--- src/rtl/wb_pkg.sv ---
// Shared widths, queue depth and load-tracker state type for the writeback stage.
package wb_pkg;

  localparam int W         = 8;
  localparam int A         = 2;
  localparam int NREG      = 2 ** A;
  localparam int LDQ_DEPTH = 2;

  typedef enum logic [1:0] {
    EMPTY = 2'd0,
    ONE   = 2'd1,
    FULL  = 2'd2
  } ld_state_t;

endpackage

--- src/rtl/ld_queue.sv ---
// In-order destination queue for outstanding loads; the head is the next register to be written.
module ld_queue #(
  parameter int A = wb_pkg::A
) (
  input  logic              Clk,
  input  logic              Reset,
  input  logic              push,
  input  logic              pop,
  input  logic [A-1:0]      push_addr,
  output logic [A-1:0]      head,
  output wb_pkg::ld_state_t state,
  output logic [2**A-1:0]   busy
);
  import wb_pkg::*;

  ld_state_t    state_q, state_d;
  logic [A-1:0] entry_q [LDQ_DEPTH];
  logic [A-1:0] entry_d [LDQ_DEPTH];

  always_comb begin
    state_d = state_q;
    entry_d = entry_q;
    case (state_q)
      EMPTY: begin
        if (push) begin
          entry_d[0] = push_addr;
          state_d    = ONE;
        end
      end
      ONE: begin
        if (push && pop) begin
          entry_d[0] = push_addr;
        end else if (push) begin
          entry_d[1] = push_addr;
          state_d    = FULL;
        end else if (pop) begin
          state_d = EMPTY;
        end
      end
      FULL: begin
        if (pop) begin
          entry_d[0] = entry_q[1];
          if (push) begin
            entry_d[1] = push_addr;
          end else begin
            state_d = ONE;
          end
        end
      end
      default: state_d = EMPTY;
    endcase
  end

  always_ff @(posedge Clk) begin
    if (!Reset) begin
      state_q <= EMPTY;
      entry_q <= '{default: '0};
    end else begin
      state_q <= state_d;
      entry_q <= entry_d;
    end
  end

  // A register queued twice stays busy while any live entry still names it.
  always_comb begin
    busy = '0;
    if (state_q != EMPTY) busy[entry_q[0]] = 1'b1;
    if (state_q == FULL)  busy[entry_q[1]] = 1'b1;
  end

  assign head  = entry_q[0];
  assign state = state_q;

endmodule

--- src/rtl/reg_writeback.sv ---
// Register-file writeback arbiter: load returns beat ALU results to a registered write port.
// Define REG_WB_SKID_EN to park an ALU result that collides with a load return in a skid entry.
module reg_writeback #(
  parameter int W = wb_pkg::W,
  parameter int A = wb_pkg::A
) (
  input  logic              Clk,
  input  logic              Reset,
  input  logic              AluValid,
  input  logic [A-1:0]      AluAddr,
  input  logic [W-1:0]      AluData,
  input  logic              LdIssue,
  input  logic [A-1:0]      LdAddr,
  input  logic              MemValid,
  input  logic [W-1:0]      MemData,
  output logic              WriteEn,
  output logic [A-1:0]      Waddr,
  output logic [W-1:0]      DataIn,
  output logic [2**A-1:0]   Busy,
  output logic              Stall,
  output logic              Err
);
  import wb_pkg::*;

  ld_state_t    ld_state;
  logic [A-1:0] ld_head;
  logic         q_full, q_empty, pop, push, alu_accept;

  logic         we_q, we_d;
  logic [A-1:0] waddr_q, waddr_d;
  logic [W-1:0] wdata_q, wdata_d;
  logic         err_q, err_d;

`ifdef REG_WB_SKID_EN
  logic         skid_valid_q, skid_valid_d;
  logic [A-1:0] skid_addr_q, skid_addr_d;
  logic [W-1:0] skid_data_q, skid_data_d;
`endif

  ld_queue #(.A(A)) u_ld_queue (
    .Clk      (Clk),
    .Reset    (Reset),
    .push     (push),
    .pop      (pop),
    .push_addr(LdAddr),
    .head     (ld_head),
    .state    (ld_state),
    .busy     (Busy)
  );

  assign q_full  = (ld_state == FULL);
  assign q_empty = (ld_state == EMPTY);
  assign pop     = MemValid & ~q_empty;
  assign push    = LdIssue & (~q_full | pop);

`ifdef REG_WB_SKID_EN
  assign Stall = q_full | skid_valid_q | (AluValid & Busy[AluAddr]);
`else
  assign Stall = q_full | (AluValid & Busy[AluAddr]) | (AluValid & MemValid);
`endif

  assign alu_accept = AluValid & ~Stall;

  // Write-port priority: load return, then parked skid result, then a fresh ALU result.
  always_comb begin
    we_d    = 1'b0;
    waddr_d = waddr_q;
    wdata_d = wdata_q;
`ifdef REG_WB_SKID_EN
    skid_valid_d = skid_valid_q;
    skid_addr_d  = skid_addr_q;
    skid_data_d  = skid_data_q;
    if (pop && alu_accept) begin
      skid_valid_d = 1'b1;
      skid_addr_d  = AluAddr;
      skid_data_d  = AluData;
    end else if (!pop && skid_valid_q) begin
      skid_valid_d = 1'b0;
    end
`endif
    if (pop) begin
      we_d    = 1'b1;
      waddr_d = ld_head;
      wdata_d = MemData;
    end
`ifdef REG_WB_SKID_EN
    else if (skid_valid_q) begin
      we_d    = 1'b1;
      waddr_d = skid_addr_q;
      wdata_d = skid_data_q;
    end
`endif
    else if (alu_accept) begin
      we_d    = 1'b1;
      waddr_d = AluAddr;
      wdata_d = AluData;
    end
  end

  assign err_d = err_q | (LdIssue & q_full & ~pop) | (MemValid & q_empty);

  always_ff @(posedge Clk) begin
    if (!Reset) begin
      we_q    <= 1'b0;
      waddr_q <= '0;
      wdata_q <= '0;
      err_q   <= 1'b0;
    end else begin
      we_q    <= we_d;
      waddr_q <= waddr_d;
      wdata_q <= wdata_d;
      err_q   <= err_d;
    end
  end

`ifdef REG_WB_SKID_EN
  always_ff @(posedge Clk) begin
    if (!Reset) begin
      skid_valid_q <= 1'b0;
      skid_addr_q  <= '0;
      skid_data_q  <= '0;
    end else begin
      skid_valid_q <= skid_valid_d;
      skid_addr_q  <= skid_addr_d;
      skid_data_q  <= skid_data_d;
    end
  end
`endif

  assign WriteEn = we_q;
  assign Waddr   = waddr_q;
  assign DataIn  = wdata_q;
  assign Err     = err_q;

endmodule
--- config.mk ---
export PLATFORM = sky130hd
export DESIGN_NAME = reg_writeback
export DESIGN_NICKNAME = d
export VERILOG_FILES = /design/src/rtl/wb_pkg.sv /design/src/rtl/ld_queue.sv /design/src/rtl/reg_writeback.sv
export SDC_FILE = /design/constraint.sdc
export NUM_CORES = 1
export LEC_CHECK = 0
export BUFFER_PORTS_ARGS = -buffer_cell sky130_fd_sc_hd__buf_2
export CAP_MARGIN = 40
export CORE_MARGIN = 2
export CORE_UTILIZATION = 25
export DETAILED_ROUTE_END_ITERATION = 10
export GPL_ROUTABILITY_DRIVEN = 0
export PLACE_DENSITY = 0.46
export SLEW_MARGIN = 20
export SYNTH_ARGS = -nofsm -noshare
export SYNTH_HDL_FRONTEND = slang
export SYNTH_SLANG_ARGS = --single-unit
--- constraint.sdc ---
create_clock -name Clk -period 2.45 [get_ports Clk]
set_input_delay 0.1225 -clock Clk [delete_from_list [all_inputs] [get_ports Clk]]
set_output_delay 0.1225 -clock Clk [all_outputs]
set_load 0.01 [all_outputs]
==> qor.yml <==
status:
  outcome: "finished, final reports clean"
setup_path:
  crit_type: "reg -> out"
  worstSetupEndpointType: "output port"
  critPathArrivalTime_ps: 1910
  worst_r2r_startpoint: "u_ld_queue.state[0]$_SDFFE_PN0P_"
  reg2reg_slack_ps: 490
  cp-start-kind: "flop"
  r2r_end: "DataIn[7]$_SDFFE_PN0P_"
  critPathMaxFanout: 11
  reg2reg_depth: 7
  required_ps: 2330
yosys:
  synth-adder-area-share: 0.0432
  yosysSeqAreaShare: 0.311
  syn_area_mm2: 0.00116
  synthArstFlopShare: 0
  yosysWarnings: 0
  synth-xor-area-share: 0.0151
  synth-compound-area-share: 0.144
  syn_nets: 162
  synthMuxAreaShare: 0.210
  synth_top_family_by_area: "multiplexers"
  syn_inst: 133
  synth-simple-area-share: 0.204
  syn_avg_cell_area_um2: 8.71
  synth-edff-count: 0
  ys.flop_type: "dfxtp_1"
  ys_types: 38
  ys_ff_latch: 18
sta:
  rsz0062_at_grt: "false"
  fin_ws_ps: 416
  slew_viol_final: 0
  setup_viol: 0
  setup_tns_ps: 0
  finalClockSkew_ps: 4.72
  post-route-period-util: 0.830
  maxSlewHeadroom: 0.736
  worst_pin_slew_ps: 396
  hold_ws_ps: 138
  fmax_mhz: 492
  final-hold-violation-count: 0
  post-route-min-period_ps: 2030
grt:
  antenna_found_initial: 0
  grt_pass1_vias: 1125
  grt_util_all_layers: 0.120
  grt_pass1_wl_mm: 4.98
  grt_max_degree: 22
  overflow: 0
clock_network:
  cts_hold_buf: 0
  clockRootBuffer: "clkbuf_8"
  cts.path.max_buffers: 2
  clkTransAtPathRegs_ps: 60
  cts_resized: 0
  cts.sinks: 18
  insertion_delay_ps: 250
  htree_levels: 1
  tritoncts: "done"
  postCtsSetupBuffers: 0
  cts_buffers: 3
hold_path:
  holdCritStartpoint: "LdAddr[0]"
  hold_path_depth: 3
  worstHoldEndpoint: "u_ld_queue.entry_q[0]$_SDFFE_PN0P_"
  hp-class: "in -> reg"
routing:
  dr.pass1.iters: 4
  drt-total-wl_mm: 2.88
  vias: 1075
  vias_per_cell: 4.78
  drc: 0
  wl_per_cell_um: 12.8
  ant_nets: 0
  drt_iter0_drc: 36
power_and_ir_drop:
  max-vdd-ir-drop_v: 0.000251
  p_leak_nw: 0.689
  power_density_mw_per_mm2: 667
floorplanning:
  die_w_um: 72.1
  row_count: 24
  io_pins: 42
  dieArea_mm2: 0.00519
  die_h_um: 72.1
  initial_core_util: 0.262
  core_area_mm2: 0.00441
placed_design:
  dp_slack_ps: 473
  io_buffer_count: 41
  placed_area_mm2: 0.00139
  dp_hpwl_mm: 2.26
final_layout:
  final_nets: 203
  area_growth_pct: 24.9
  final_cell_area_mm2: 0.00145
  drive_above_1_share: 0.353
  antenna_cells: 0
  utilization: 0.328
job:
  cap_violations: 0
layer usage:
metal	up-vias	wire, µm	global-route usage
li1	543	-	-
met1	510	1280	0.148
met2	18	1450	0.198
met3	4	102	0.0292
met4	0	48	0.0482
met5	-	0	0
Yosys cell counts, types with 3 or more instances:
master,count,area [µm²]
dfxtp_1,18,360
buf_2,3,15.0
nand2_1,23,86.3
a21oi_1,4,20.0
mux2_1,4,45.0
o21ai_0,3,15.0
mux2i_1,13,130
mux2_2,6,67.6
inv_1,6,22.5
nor2_1,13,48.8
nor3_1,3,15.0
ha_1,4,50.1
cell type report:
class                           instances  area [µm²]
Tap cell                               52        65.1
Inverter                                7        26.3
Sequential cell                        18         360
Fill cell                             476        2970
Timing Repair Buffer                   44         228
Clock buffer                            4        55.1
Multi-Input combinational cell        100         713
stage by stage:
| step | total power, mW | std cells |
|---|---|---|
| after global placement | 0.730 | 221 |
| after global routing | 1.04 | 225 |
| after floorplan | 0.630 | 133 |
| after CTS | 0.986 | 225 |
| after detailed placement | 0.738 | 221 |
| final | 0.966 | 225 |
worst max-delay path by stage:
stage	start	to	slack [ps]	cells after the start
floorplan	u_ld_queue.state[0]$_SDFFE_PN0P_	DataIn[2]$_SDFFE_PN0P_	750	8
global placement	u_ld_queue.state[0]$_SDFFE_PN0P_	DataIn[4]$_SDFFE_PN0P_	550	7
detailed placement	u_ld_queue.state[0]$_SDFFE_PN0P_	DataIn[7]$_SDFFE_PN0P_	470	7
CTS	u_ld_queue.state[0]$_SDFFE_PN0P_	Stall	390	7
global route	u_ld_queue.state[0]$_SDFFE_PN0P_	Stall	220	7
finish	u_ld_queue.state[1]$_SDFFE_PN0P_	Stall	420	7
sequential cells by signal (all words and copies together), names as in the netlist:
signal / count
Err: 1
u_ld_queue.state: 2
WriteEn: 1
DataIn: 8
u_ld_queue.head: 2
u_ld_queue.entry_q: 2
Waddr: 2
power by group:
group / internal [mW] / total [mW] / switching (mW) / leakage (nW)
clock: 0.143 / 0.239 / 0.0963 / 0.0288
combinational: 0.169 / 0.351 / 0.183 / 0.512
sequential: 0.336 / 0.375 / 0.0391 / 0.148
cells by family (layout without fill, tap and decap cells):
kind of cell	after synthesis	after routing
AOI/OAI and AO/OA	21	21
buffers and inverters	15	55
muxes	23	23
xor gates and xnor gates	2	2
and+or+nand+nor	50	50
DFF	18	18
adders and majority gates	4	4
layout by cell type (no fill, tap or decap), types with 2 or more instances in the layout:
master    synthesis  final
and3_1            2      2
clkbuf_8          0      4
mux2_1            4      4
nand2b_1          2      2
o21ai_0           3      3
buf_4             2      3
dfxtp_1          18     18
inv_1             6      6
a32o_1            2      2
a211oi_1          2      2
nand2_1          23     23
mux2_2            6      6
buf_2             3     41
a21oi_1           4      4
ha_1              4      4
nor3b_2           2      2
nor3_1            3      3
nor2_1           13     13
mux2i_1          13     13
worst max-delay path, stage by stage, from the launching register on:
cell	delay (ps)
dfxtp_1	350
inv_1	90
ha_1	380
nor2_1	110
a21oi_1	240
a211oi_1	90
a211o_1	260
buf_2	130
Power figures use the tool's default switching activity.
